### config.mk
export PLATFORM = sky130hd
export DESIGN_NAME = mem_bus_arbiter
export DESIGN_NICKNAME = d
export VERILOG_FILES = /design/src/rtl/mem_bus_arbiter.sv
export SDC_FILE = /design/constraint.sdc
export NUM_CORES = 1
export LEC_CHECK = 0
export CORE_MARGIN = 1
export CORE_UTILIZATION = 30
export DETAILED_ROUTE_END_ITERATION = 8
export PLACE_DENSITY_LB_ADDON = 0.05
export SLEW_MARGIN = 20
export SYNTH_ARGS = -nofsm -noshare
export SYNTH_HDL_FRONTEND = slang
export SYNTH_SLANG_ARGS = --single-unit
### constraint.sdc
create_clock -name clk -period 4.2 [get_ports clk]
set_input_delay 1.26 -clock clk [delete_from_list [all_inputs] [get_ports clk]]
set_output_delay 1.26 -clock clk [all_outputs]
set_load 0.005 [all_outputs]
### src/rtl/mem_bus_arbiter.sv
// mem_bus_arbiter: arbitrates the instruction fetcher and the load/store
// buffer onto a single byte-wide memory/IO bus. Each request is split into
// byte transfers, read bytes are assembled little-endian, IO writes are
// throttled by io_buffer_full, and rdy / rollback are honoured.
module mem_bus_arbiter #(
    parameter int IF_BYTES = 4
) (
    input  logic                  clk,
    input  logic                  rst,
    input  logic                  rdy,
    input  logic                  rollback,
    input  logic [7:0]            mem_din,
    output logic [7:0]            mem_dout,
    output logic [31:0]           mem_a,
    output logic                  mem_wr,
    input  logic                  io_buffer_full,
    input  logic                  if_en,
    input  logic [31:0]           if_pc,
    output logic                  if_done,
    output logic [IF_BYTES*8-1:0] if_data,
    input  logic                  lsb_en,
    input  logic                  lsb_wr,
    input  logic [31:0]           lsb_addr,
    input  logic [1:0]            lsb_len,
    input  logic [31:0]           lsb_wdata,
    output logic                  lsb_done,
    output logic [31:0]           lsb_rdata
);

    // Counters must be able to hold the value IF_BYTES itself ("all issued").
    localparam int CW = $clog2(IF_BYTES) + 1;

    localparam logic [1:0] S_IDLE  = 2'd0;
    localparam logic [1:0] S_IF_RD = 2'd1;
    localparam logic [1:0] S_LS_RD = 2'd2;
    localparam logic [1:0] S_LS_WR = 2'd3;

    localparam logic GRANT_IF  = 1'b0;
    localparam logic GRANT_LSB = 1'b1;

    logic [1:0]            state_reg;
    logic                  last_grant_reg;
    logic [31:0]           base_reg;
    logic [31:0]           wdata_reg;
    logic [CW-1:0]         len_reg;
    logic [CW-1:0]         ai_reg;
    logic [CW-1:0]         ci_reg;
    logic                  iv_reg;
    logic [IF_BYTES*8-1:0] buf_reg;
    logic [IF_BYTES*8-1:0] buf_next;
    logic [7:0]            dout_reg;
    logic                  if_done_reg;
    logic                  lsb_done_reg;
    logic [IF_BYTES*8-1:0] if_data_reg;
    logic [31:0]           lsb_rdata_reg;

    logic          grant_any;
    logic          grant_lsb;
    logic [CW-1:0] lsb_len_n;
    logic          rd_state;
    logic          rd_issue;
    logic          cap;
    logic          last_cap;
    logic [31:0]   cur_addr;
    logic          io_block;
    logic          wr_go;
    logic [7:0]    wr_byte;

    // Under contention the LSB wins unless it was the last one served.
    assign grant_any = (if_en || lsb_en) && !rollback;
    assign grant_lsb = lsb_en && (!if_en || (last_grant_reg != GRANT_LSB));
    assign lsb_len_n = (lsb_len == 2'b00) ? CW'(1) :
                       (lsb_len == 2'b01) ? CW'(2) : CW'(4);

    assign rd_state = (state_reg == S_IF_RD) || (state_reg == S_LS_RD);
    assign rd_issue = rd_state && (ai_reg < len_reg);
    assign cap      = rd_state && iv_reg && rdy && !rollback;
    assign last_cap = cap && (ci_reg == len_reg - CW'(1));
    assign cur_addr = base_reg + 32'(ai_reg);
    assign io_block = (cur_addr[17:16] == 2'b11) && io_buffer_full;
    assign wr_go    = (state_reg == S_LS_WR) && rdy && !io_block;
    assign wr_byte  = wdata_reg[{ai_reg[1:0], 3'b000} +: 8];

    // Arriving read byte lands in the slot selected by the capture index.
    generate
        for (genvar gi = 0; gi < IF_BYTES; gi++) begin : g_buf
            assign buf_next[gi*8 +: 8] = (cap && (ci_reg == CW'(gi))) ? mem_din
                                                                       : buf_reg[gi*8 +: 8];
        end
    endgenerate

    // Bus address: only while a read byte is still to be issued, or a write
    // byte is pending and not held back by the IO throttle.
    always_comb begin
        mem_a = 32'd0;
        if (rd_issue || ((state_reg == S_LS_WR) && !io_block)) begin
            mem_a = cur_addr;
        end
    end

    assign mem_wr    = wr_go;
    assign mem_dout  = wr_go ? wr_byte : dout_reg;
    // Done pulses held in their registers while stalled, released on rdy.
    assign if_done   = if_done_reg && rdy;
    assign lsb_done  = lsb_done_reg && rdy;
    assign if_data   = if_data_reg;
    assign lsb_rdata = lsb_rdata_reg;

    // Sequencer: grant, byte issue/capture, write stepping and completion.
    always_ff @(posedge clk or negedge rst) begin
        if (!rst) begin
            state_reg      <= S_IDLE;
            last_grant_reg <= GRANT_IF;
            base_reg       <= 32'd0;
            wdata_reg      <= 32'd0;
            len_reg        <= '0;
            ai_reg         <= '0;
            ci_reg         <= '0;
            iv_reg         <= 1'b0;
            buf_reg        <= '0;
            dout_reg       <= 8'd0;
            if_done_reg    <= 1'b0;
            lsb_done_reg   <= 1'b0;
            if_data_reg    <= '0;
            lsb_rdata_reg  <= 32'd0;
        end else if (!rdy) begin
            // The in-flight byte is dropped; restart issue at the first
            // uncaptured byte so nothing is lost or duplicated.
            iv_reg <= 1'b0;
            if (rd_state) begin
                ai_reg <= ci_reg;
            end
        end else begin
            if_done_reg  <= 1'b0;
            lsb_done_reg <= 1'b0;
            case (state_reg)
                S_IDLE: begin
                    if (grant_any) begin
                        last_grant_reg <= grant_lsb ? GRANT_LSB : GRANT_IF;
                        base_reg       <= grant_lsb ? lsb_addr : if_pc;
                        len_reg        <= grant_lsb ? lsb_len_n : CW'(IF_BYTES);
                        wdata_reg      <= lsb_wdata;
                        state_reg      <= !grant_lsb ? S_IF_RD :
                                          (lsb_wr ? S_LS_WR : S_LS_RD);
                        ai_reg         <= '0;
                        ci_reg         <= '0;
                        iv_reg         <= 1'b0;
                        buf_reg        <= '0;
                    end
                end
                S_IF_RD, S_LS_RD: begin
                    if (rollback) begin
                        state_reg <= S_IDLE;
                        iv_reg    <= 1'b0;
                    end else begin
                        iv_reg <= rd_issue;
                        if (rd_issue) begin
                            ai_reg <= ai_reg + CW'(1);
                        end
                        if (cap) begin
                            buf_reg <= buf_next;
                            ci_reg  <= ci_reg + CW'(1);
                        end
                        if (last_cap) begin
                            state_reg <= S_IDLE;
                            if (state_reg == S_IF_RD) begin
                                if_data_reg <= buf_next;
                                if_done_reg <= 1'b1;
                            end else begin
                                lsb_rdata_reg <= buf_next[31:0];
                                lsb_done_reg  <= 1'b1;
                            end
                        end
                    end
                end
                default: begin
                    // Committed stores run to completion regardless of rollback.
                    if (wr_go) begin
                        dout_reg <= wr_byte;
                        ai_reg   <= ai_reg + CW'(1);
                        if (ai_reg == len_reg - CW'(1)) begin
                            state_reg    <= S_IDLE;
                            lsb_done_reg <= 1'b1;
                        end
                    end
                end
            endcase
        end
    end

endmodule

==> impl_metrics.csv <==
group,metric,value,unit
outcome,status,"complete, but fails checks",
outcome,violations,"setup timing",
yosys,synth_cell_types,58,
yosys,syn_inst,912,
min_path,hold_path.class,"register to register",
sta,max_freq,0.2347,GHz
clock_network,cts_root_buf,"clkbuf_16",
worst_setup_path,arrival,3.00,ns
worst_setup_path,start_kind,"register",
die,io_pins,221,
placement,place_congestion,0.7962,
sta,whs,0.4796,ns
yosys,synth_nets,1044,
flow_run,cap_viol_max_count,0,
yosys,synthArstFlopShare,100.0,%
detailed_routing,vias_per_cell,4.741,
sta,rsz0062_at_grt,"yes",
clock_network,clkSinkCount,183,
cells_and_area,seqCellArea,0.004582,mm2
clock_network,h-tree-depth,4,
cells_and_area,syn_to_final_growth,39.96,%
worst_setup_path,end_kind,"primary output",
placement,portBuffers,220,
yosys,synth_area,0.009005,mm2
cells_and_area,drive_gt1_share,17.95,%
placement,place_area,0.01182,mm2
clock_network,cts_buffers,17,
die,rows,63,
sta,final_max_slew_viol_count,0,
yosys,synth_top_family_by_area,"simple AND/OR/NAND/NOR gates",
sta,tightestPinTransition,0.7952,ns
yosys,synth_flop_cell,"dfrtp_1",
global_routing,antenna_found_initial,2,
yosys,ys_warn_count,0,
global_routing,grt_pass1_wl,43780,um
detailed_routing,drcViolationCount,0,
cells_and_area,fillerInstances,2971,
detailed_routing,dr_wl_met3,1417,um
power_and_ir_drop,ir_drop,0.2880,mV
cells_and_area,mostFrequentLayoutCells,"202 x nand2_1, 181 x dfrtp_1, 178 x clkdlybuf4s50_1",
placement,hpwl,19640,um
cells_and_area,fin_nets,1290,
clock_network,cts_tree,"built",
detailed_routing,dr.pass1.iters,4,
worst_setup_path,crit_fanout,8,
yosys,synth.top_cell.area_share,50.85,%
detailed_routing,avgRoutedWirePerCell,17.89,um
detailed_routing,antenna_left,0,
yosys,muxShareOfSynthArea,12.24,%
yosys,yosysTopAreaCell,"dfrtp_1",
sta,finClkSkew,0.01328,ns
yosys,synth-xor-area-share,3.418,%
power_and_ir_drop,power.density,572.8,mW/mm2
yosys,synth_seq_cells,183,
detailed_routing,drt_iter0_markers,412,
cells_and_area,mostFrequentLayoutCell,"nand2_1",
clock_network,path_clk_slew,0.08,ns
die,die_w,175.3,um
global_routing,grt-ovfl-total,0,
global_routing,track_usage,18.61,%
yosys,synthSimpleGateAreaFrac,16.48,%
yosys,synth-edff-count,0,
yosys,yosysSeqAreaShare,50.85,%
sta,hold_violations,0,
detailed_routing,vias,7405,
sta,period_share,101.5,%
global_routing,grt_pass1_vias,7445,
power_and_ir_drop,p_leak,5.394,nW
detailed_routing,top_layer,"met4",
yosys,synth-compound-area-share,11.46,%
worst_setup_path,worstSetupPathType,"register to primary output",
yosys,synth_area_leaders,"dfrtp_1 51%, nand2_1 8.5%, o21ai_0 5.9%",
die,initial_core_util,30.46,%
cells_and_area,final_area,0.01260,mm2
sta,setup_viol,1,
detailed_routing,wl_met2,13780,um
die,die_h,175.3,um
sta,slew_headroom,46.99,%
yosys,synthAdderAreaFrac,2.584,%
cells_and_area,multiInputGateArea,0.004272,mm2
detailed_routing,wl_met1,12380,um
sta,finalCriticalPeriod,4.261,ns
clock_network,clockBufferDepth,2,
worst_setup_path,cp.required,2.94,ns
detailed_routing,wl,27950,um
yosys,avgSynthCellArea,9.874,um2
die,core,0.02956,mm2
clock_network,clk_latency,0.44,ns
sta,timing.final.ws_setup,-0.06131,ns
global_routing,grt_max_degree,92,
die,die_area,0.03071,mm2
[synthesized netlist by cell type, drive strengths merged (6+ instances only)]
| library cell | instances |
|---|---|
| mux4 | 8 |
| nor3 | 8 |
| mux2i | 34 |
| nand3 | 13 |
| xnor2 | 15 |
| nor2 | 75 |
| xor2 | 15 |
| a31oi | 35 |
| inv | 19 |
| dfrtp | 183 |
| buf | 9 |
| ha | 17 |
| and4 | 7 |
| and3 | 12 |
| clkbuf | 39 |
| mux2 | 49 |
| nand2 | 204 |
| a21oi | 6 |
| o21ai | 110 |
[per-stage QoR]
step	util [%]	std cells	power, mW	setup slack (ns)	setup TNS (ns)
finish	42.64	1562	7.219	-0.06131	-0.06131
global placement	39.97	1509	5.530	-0.09280	-0.7124
floorplan	-	912	4.100	0.5893	0
detailed placement	39.97	1509	5.544	-0.1211	-0.8971
CTS	42.51	1556	7.255	-0.1429	-3.106
global route	42.64	1562	7.705	-0.1752	-1.688
[report_power, final]
part | internal (mW) | switching [mW]
logic | 1.62 | 1.46
registers | 2.16 | 0.317
clock network | 0.862 | 0.794
[what timing repair did]
action / in CTS / in global routing
resized for setup: 162 / 39
pin swaps: 15 / 12
cloned: 1 / 0
buffers inserted: 16 / 4
hold buffers: 0 / 0
setup endpoints to repair: 41 / 41
[logic make-up after synthesis]
kind of cell	Yosys count
compound gates	176
xor+xnor	32
fa+ha+maj	18
buf+inv	67
flops	183
mux	91
simple gates	345
[final timing paths]
kind	start	to	slack, ns	depth (start not counted)
max in group asynchronous	rst	lsb_rdata[22]	2.38	2
setup reg to reg	base_reg[1]	ai_reg[1]	1.39	11
min in group asynchronous	rst	wdata_reg[17]	0.88	1
hold / removal	if_data[1]	if_data[1]	0.48	2
hold reg to reg	if_data[1]	if_data[1]	0.48	2
setup / recovery	base_reg[1]	mem_a[3]	-0.06	14
[critical path, cell delays in order (launching register included)]
cell,delay (ns)
dfrtp_1,0.43
buf_6,0.14
fa_2,0.40
a21oi_2,0.15
nand2b_4,0.17
o31a_1,0.20
o221ai_4,0.15
buf_6,0.14
a32oi_2,0.16
buf_6,0.16
buf_12,0.11
buf_8,0.11
buf_6,0.09
nor3_2,0.03
buf_2,0.13
[cell type report]
class | instances | area share [%]
Sequential cell | 183 | 36.35
Multi-Input combinational cell | 662 | 33.89
Antenna cell | 2 | 0.03971
Clock inverter | 13 | 1.271
Timing Repair Buffer | 275 | 20.52
Inverter | 19 | 0.5659
Tap cell | 390 | 3.872
Clock buffer | 18 | 3.485
[layer usage]
layer	vias up	track usage, %
met3	23	4.069
met4	0	5.435
li1	3630	-
met5	-	0
met1	3598	23.85
met2	154	31.38
(Power assumes the default switching activity.)
